--- config.mk ---
export PLATFORM = sky130hd
export DESIGN_NAME = mem_port_arbiter
export DESIGN_NICKNAME = d
export VERILOG_FILES = /design/src/rtl/mem_pkg.sv /design/src/rtl/mem_port_arbiter_starve_counter.sv /design/src/rtl/mem_port_arbiter.sv
export SDC_FILE = /design/constraint.sdc
export NUM_CORES = 1
export LEC_CHECK = 0
export ABC_AREA = 0
export BUFFER_PORTS_ARGS = -buffer_cell sky130_fd_sc_hd__buf_2
export CAP_MARGIN = 20
export CORE_AREA = 2 2 84 86
export CTS_CLUSTER_DIAMETER = 100
export DETAILED_ROUTE_END_ITERATION = 7
export DIE_AREA = 0 0 86 88
export SETUP_SLACK_MARGIN = 0.1
export SLEW_MARGIN = 0
export SYNTH_ARGS = -nofsm -noshare
export SYNTH_HDL_FRONTEND = slang
export SYNTH_HIERARCHICAL = 1
export SYNTH_SLANG_ARGS = --single-unit
--- constraint.sdc ---
create_clock -name clk -period 2.28 [get_ports clk]
set_input_delay 0.57 -clock clk [delete_from_list [all_inputs] [get_ports clk]]
set_output_delay 0.57 -clock clk [all_outputs]
set_load 0.05 [all_outputs]
--- src/rtl/mem_pkg.sv ---
// Shared types and default sizes for the memory-port arbiter.
package mem_pkg;

    localparam int ADDR_WIDTH   = 16;
    localparam int WIDTH        = 32;
    localparam int STARVE_LIMIT = 4;

    typedef enum logic [1:0] {
        NONE    = 2'd0,
        RESP_IF = 2'd1,
        RESP_D  = 2'd2
    } resp_t;

endpackage

--- src/rtl/mem_port_arbiter_starve_counter.sv ---
// Saturating starvation counter: clear has priority, increments stop at LIMIT.
module starve_counter #(
    parameter int LIMIT = 4
) (
    input  logic       clk,
    input  logic       rst_n,
    input  logic       inc,
    input  logic       clr,
    output logic [3:0] cnt,
    output logic       at_limit
);

    localparam logic [3:0] LIM = 4'(LIMIT);

    always_ff @(posedge clk or negedge rst_n) begin
        if (!rst_n) begin
            cnt <= 4'd0;
        end else if (clr) begin
            cnt <= 4'd0;
        end else if (inc && cnt != LIM) begin
            cnt <= cnt + 4'd1;
        end
    end

    assign at_limit = (cnt == LIM);

endmodule

--- src/rtl/mem_port_arbiter.sv ---
// Shares one single-port memory between fetch and load/store; data wins
// unless a pending fetch has lost STARVE_LIMIT times in a row.
module mem_port_arbiter
    import mem_pkg::*;
#(
    parameter int ADDR_W       = ADDR_WIDTH,
    parameter int DATA_W       = WIDTH,
    parameter int STARVE_LIMIT = mem_pkg::STARVE_LIMIT
) (
    input  logic              clk,
    input  logic              rst_n,
    input  logic              if_req_i,
    input  logic [ADDR_W-1:0] if_addr_i,
    output logic              if_gnt_o,
    output logic              if_rvalid_o,
    output logic [DATA_W-1:0] if_rdata_o,
    input  logic              d_req_i,
    input  logic              d_we_i,
    input  logic [ADDR_W-1:0] d_addr_i,
    input  logic [DATA_W-1:0] d_wdata_i,
    output logic              d_gnt_o,
    output logic              d_rvalid_o,
    output logic [DATA_W-1:0] d_rdata_o,
    output logic              mem_read_o,
    output logic              mem_write_o,
    output logic [ADDR_W-1:0] mem_addr_o,
    output logic [DATA_W-1:0] mem_wdata_o,
    input  logic [DATA_W-1:0] mem_rdata_i,
    output logic              if_starved_o
);

    resp_t      resp_q;
    resp_t      resp_d;
    logic       at_limit;
    logic       starve_force;
    logic [3:0] starve_cnt;

    starve_counter #(
        .LIMIT(STARVE_LIMIT)
    ) u_starve (
        .clk     (clk),
        .rst_n   (rst_n),
        .inc     (d_gnt_o && if_req_i),
        .clr     (if_gnt_o || !if_req_i),
        .cnt     (starve_cnt),
        .at_limit(at_limit)
    );

    always_comb begin
        starve_force = if_req_i && d_req_i && at_limit;
        if_gnt_o     = rst_n && if_req_i && (!d_req_i || starve_force);
        d_gnt_o      = rst_n && d_req_i && !starve_force;
        if_starved_o = rst_n && starve_force;
        mem_read_o   = 1'b0;
        mem_write_o  = 1'b0;
        mem_addr_o   = '0;
        mem_wdata_o  = '0;
        resp_d       = NONE;
        if (if_gnt_o) begin
            mem_read_o = 1'b1;
            mem_addr_o = if_addr_i;
            resp_d     = RESP_IF;
        end else if (d_gnt_o) begin
            mem_read_o  = !d_we_i;
            mem_write_o = d_we_i;
            mem_addr_o  = d_addr_i;
            mem_wdata_o = d_wdata_i;
            resp_d      = d_we_i ? NONE : RESP_D;
        end
    end

    always_ff @(posedge clk or negedge rst_n) begin
        if (!rst_n) begin
            resp_q <= NONE;
        end else begin
            resp_q <= resp_d;
        end
    end

    assign if_rvalid_o = (resp_q == RESP_IF);
    assign d_rvalid_o  = (resp_q == RESP_D);
    assign if_rdata_o  = if_rvalid_o ? mem_rdata_i : '0;
    assign d_rdata_o   = d_rvalid_o ? mem_rdata_i : '0;

endmodule

Word-level counts from Yosys, hierarchy flattened
Cells that the tools add are included.

word-level totals
  register bits after elaboration = 6
  input port bits = 101
  output and inout bits = 119
  word-level logic and storage cells = 38

cells by class
  add/sub/neg operators = 1
  eq/ne operators = 4
  mux-type cells = 15
  reductions and logical operators = 16

operators by type and width
  kind                                                                      number
  32-bit two-way mux                                                        4
  16-bit two-way mux                                                        2
  1-bit logical AND                                                         9
  4-bit two-way mux                                                         2
  2-bit two-way mux                                                         3
  4-bit by 1-bit adder with 4-bit output (second input constant)            1
  4-bit by 3-bit == test with 1-bit output (second input constant)          1
  1-bit logical NOT                                                         4
  1-bit two-way mux                                                         4
  4-bit by 3-bit inequality test with 1-bit output (second input constant)  1
  2-bit by 1-bit == test with 1-bit output (second input constant)          1
  2-bit == test (second input constant)                                     1
  1-bit logical OR                                                          2
  2-bit nonzero test                                                        1

Longest topological paths before layout
  depth in word-level cells = 8
  mapped depth = 9
  mapped depth without buffers = 9

Modules after synthesis
The synthesis kept the hierarchy.

modules (own cells, without submodules)
  module            instances  cells each  area an instance (µm²)  sequential area each (µm²)
  mem_port_arbiter  1          180         1131.1                  50.0
  starve_counter    1          24          234.0                   100.1

Least setup slack after synthesis
OpenSTA, ideal clock, no wires.

  kind = register to output
  start = reg u_starve.cnt[0]
  end = out mem_read_o
  arrival time = 2.219 ns
  data required time = 1.710 ns
  setup slack = -0.509 ns
  cell stages (with the launch flop) = 8
  path buffers = 0
  cells stage by stage = dfrtp_1 inv_1 ha_1 nand3b_4 inv_2 nand2b_1 nand2_2 a21boi_0

on the way
  longest elaborated chain between the ends = 6
  elaborated cells between the ends (all ways) = 8
  those cells by class = 1 x eq/ne; 2 x mux; 5 x reduce/logical

RTL lines
  item                                          RTL line                               text
  start, declared                               mem_port_arbiter_starve_counter.sv:9   output logic [3:0] cnt,
  start signal, assigned                        mem_port_arbiter_starve_counter.sv:21  cnt <= cnt + 4'd1;
  4-bit by 3-bit == test with 1-bit output (*)  mem_port_arbiter_starve_counter.sv:25  assign at_limit = (cnt == LIM);
  via at_limit                                  mem_port_arbiter.sv:34                 logic at_limit;
  1-bit logical AND (*)                         mem_port_arbiter.sv:50                 starve_force = if_req_i && d_req_i && at_limit;
  1-bit logical NOT                             mem_port_arbiter.sv:52                 d_gnt_o = rst_n && d_req_i && !starve_force;
  1-bit logical AND                             mem_port_arbiter.sv:52
  1-bit two-way mux                             mem_port_arbiter.sv:63                 end else if (d_gnt_o) begin
  1-bit two-way mux (*)                         mem_port_arbiter.sv:59                 if (if_gnt_o) begin
  end, declared                                 mem_port_arbiter.sv:24                 output logic mem_read_o,

Mark *: on every way through the listed nets, which the timed path passes. The rest lies on a longest branch.

Worst setup path after layout
  start = reg u_starve.cnt[0]
  end = out mem_addr_o[15]

on the way
  longest elaborated chain between the ends = 6
  elaborated cells between the ends (all ways) = 8
  those cells by class = 1 x eq/ne; 2 x mux; 5 x reduce/logical

RTL lines
  item                                          RTL line                               text
  4-bit by 3-bit == test with 1-bit output (*)  mem_port_arbiter_starve_counter.sv:25
  via at_limit                                  mem_port_arbiter.sv:34
  1-bit logical AND (*)                         mem_port_arbiter.sv:50
  1-bit logical NOT                             mem_port_arbiter.sv:52
  1-bit logical AND                             mem_port_arbiter.sv:52
  16-bit two-way mux                            mem_port_arbiter.sv:63
  16-bit two-way mux (*)                        mem_port_arbiter.sv:59
  end, declared                                 mem_port_arbiter.sv:26                 output logic [ADDR_W-1:0] mem_addr_o,

Marked as above.

==> metrics.md <==
| Metric | Value |
|---|---|
| Final Hold Fails | 0 |
| Share of the synthesized area in the top cell type | between 30 and 40% |
| Core Box Area | about 0.0066 sq mm |
| Fmax achieved | between 400 and 500 MHz |
| Clock Skews | approximately 1.3 ps |
| Int Power | between 0.5 and 0.6 mW |
| GPL Wtd Cong | approximately 0.84 |
| Area of the multi-input gates | about 0.0014 sq mm |
| CTS buffer count | 3 |
| Most common cell after layout, fill and taps aside | buf_2 |
| Initial Util | between 20 and 25% |
| WL per Instance | between 10 and 15 um |
| Layout cells sized above 1 | a little under three quarters |
| Largest net degree at the start of global routing | 42 |
| Clk sinks | 6 |
| IO Count | 220 |
| Slew @ Worst Pin | 251 ps |
| Syn-to-layout area delta | 157% |
| Comb pwr share | between 70% and 80% |
| Critical Path RT | between 1500 and 2000 ps |
| Synth Warn # | 6 |
| Relative max-transition margin | between 80% and 90% |
| H-tree Lvls | 1 |
| Synth cell types | 24 |
| Worst skew pair latency | 220 ps |
| M3 GR Usage | ~4% |
| DR vias | roughly 2.2k |
| Gr ovfl total | 0 |
| First-pass GRT wire length | 10100 um |
| Syn nets | 307 |
| Drt first pass iters | 4 |
| Met2 usage | 28.8% |
| Final Cell Area | approximately 0.0035 sq mm |
| Pwr per Cell Area | approximately 290 mW/mm^2 |
| Final Max Slew Viols | 0 |
| Global-route met1 utilization | about 19% |
| GRT busiest layer | met2 |
| Sequential Area | between 150 and 200 sq um |
| Filler cells | 610 |
| Gate Count Post-Synth | around 200 |
| # rows | 30 |
| Die height | between 80 and 90 um |
| Die X | about 86 um |
| RSZ-0062 raised after global routing | yes |
| DP Cell Count | roughly 500 |
| GRT Overall Usage | between 10% and 20% |
| Worst hold path type | in2async |
| CTS Buffer Depth | 2 |
| Final Non-Filler Cells | just over 500 |
| Worst Setup Slack, final | -31.0 ps |
| Fin crit period | 2310 ps |
| Final WL | just over 7000 um |
| CTS root buf | clkbuf_8 |
| Failing checks | setup timing |
| Setup TNS | -297 ps |
| Residual DRC | 0 |
| Setup CP Type | reg2out |
| Max_cap viols | 0 |
| Synth top area cells | and2_1 (33%), and2_4 (16%), dfrtp_1 (11%) |
| Crit Path Max Fanout | 4 |
| Overall power | between 1 and 1.5 mW |
| Async S/R FF share, synth | 100% |
| Clock power frac | between 10% and 20% |
| Sw Ratio | just under 50% |
| Max VDD drop | approximately 0.16 mV |
| Utilization after layout | a little over half |
| Initial antenna violation count | 0 |
| Post-synthesis sequential area ratio | between 10% and 20% |
| Most frequent cells in the layout | buf_2 (167), and2_1 (64), nand2_1 (38) |
| Syn Area/Cell | between 6 and 7 sq um |
| Post-synth EDFFs | 0 |
| Routed vias/inst | about 4.4 |
| Leakage power | about 1.9 nW |
| Fin crit share | 101% |
| #FFs+latches synth | 6 |
| Status | finished with violations |
| Critical Path AT | about 1700 ps |
| Worst setup EP type | primary output |
| Yosys top cell by area | and2_1 |
| Final nets | 539 |
| Synth Cell Area | about 0.0014 sq mm |
| Startpoint types | register |
| Antenna fix cells | 0 |
| Final ANT Viol Nets | 0 |
| Seq pwr share | 10.9% |
| Hold buffer count at cts | 0 |
| Post-DP HPWL | slightly above 5000 um |
| Die area | about 0.0076 sq mm |
| # port buffers | about 220 |
| Initial DRC Count | 53 |
| Vias in the first global route | between 2k and 2.5k |
| R2R depth | 10 |
| Worst-path clk slew | about 40 ps |
| Fin Hold WS | around 430 ps |
| DP Worst Slack | -38.9 ps |
| CTS tree | built |
| Switching pwr | about 0.5 mW |
| Final setup fails | 17 |
| Primary FF master, synth | dfrtp_1 |
| Placed Area | 0.00271 sq mm |
metal layers:
metal | routed length (um) | part of all wire, %
met2 | 3760 | 52
met4 | 174 | 2.4
met5 | 0 | 0
met1 | 2610 | 36
met3 | 674 | 9.3
synthesized netlist by cell type (3+ instances only):
cell type and instances:
and2_1 72, nand2_1 39, and2_4 25, o22ai_1 16
buf_2 7, dfrtp_1 6, clkbuf_1 5, a21oi_1 4
buf_6 4, nor2b_1 4, nand3_1 3, nor2_1 3
layout make-up:
type	instances	share of cell area, %
clock buffers	3	1.18
inverters	3	0.392
multi-input cells	183	41.2
flip-flops and latches	6	4.28
well taps	80	2.85
repair buffers	239	50.1
flip-flops by register name, indices dropped and copies added (netlist names):
name          flops
resp_q            2
u_starve/cnt      4
critical path, stage by stage, from the launching register on:
cell and delay [ps]:
dfrtp_1 390, inv_2 90, ha_4 140, nand3b_4 80
inv_4 80, nand2b_4 150, nand2_8 80, clkbuf_16 170
o22ai_4 150, buf_6 180
repair_timing:
action / in CTS / in global routing
gates cloned: 5 / 1
pin swaps: 1 / 20
setup buffers: 7 / 4
endpoints found under the setup margin: 52 / 52
gates resized for setup: 130 / 40
worst paths after layout:
path | from | endpoint | slack [ps]
setup / recovery | u_starve/cnt[0]$_DFFE_PN0P_ | mem_addr_o[15] | -30
max in group asynchronous | rst_n | resp_q[1]$_DFF_PN0_ | 1690
hold / removal | rst_n | u_starve/cnt[3]$_DFFE_PN0P_ | 430
setup reg to reg | u_starve/cnt[0]$_DFFE_PN0P_ | u_starve/cnt[3]$_DFFE_PN0P_ | 420
min in group clk | d_we_i | resp_q[1]$_DFF_PN0_ | 530
hold reg to reg | u_starve/cnt[3]$_DFFE_PN0P_ | u_starve/cnt[3]$_DFFE_PN0P_ | 550
power by group through the flow:
| stage | sequential, mW | combinational [mW] | clock, mW |
|---|---|---|---|
| final | 0.111 | 0.749 | 0.159 |
| after detailed placement | 0.112 | 0.604 | 0 |
| after global placement | 0.111 | 0.602 | 0 |
| after floorplan | 0.111 | 0.427 | 0 |
| after CTS | 0.110 | 0.700 | 0.164 |
| after global routing | 0.111 | 0.785 | 0.171 |
cell families (layout without fill, tap and decap cells):
logic type | Yosys count | after routing | synth area share (%)
flip-flops | 6 | 6 | 11.0
AND/OR/NAND/NOR | 154 | 158 | 68.5
buffers and inverters | 19 | 245 | 8.07
adder cells (fa/ha/maj) | 2 | 2 | 1.83
AO/OA/AOI/OAI | 23 | 23 | 10.6
(Power assumes the default switching activity.)
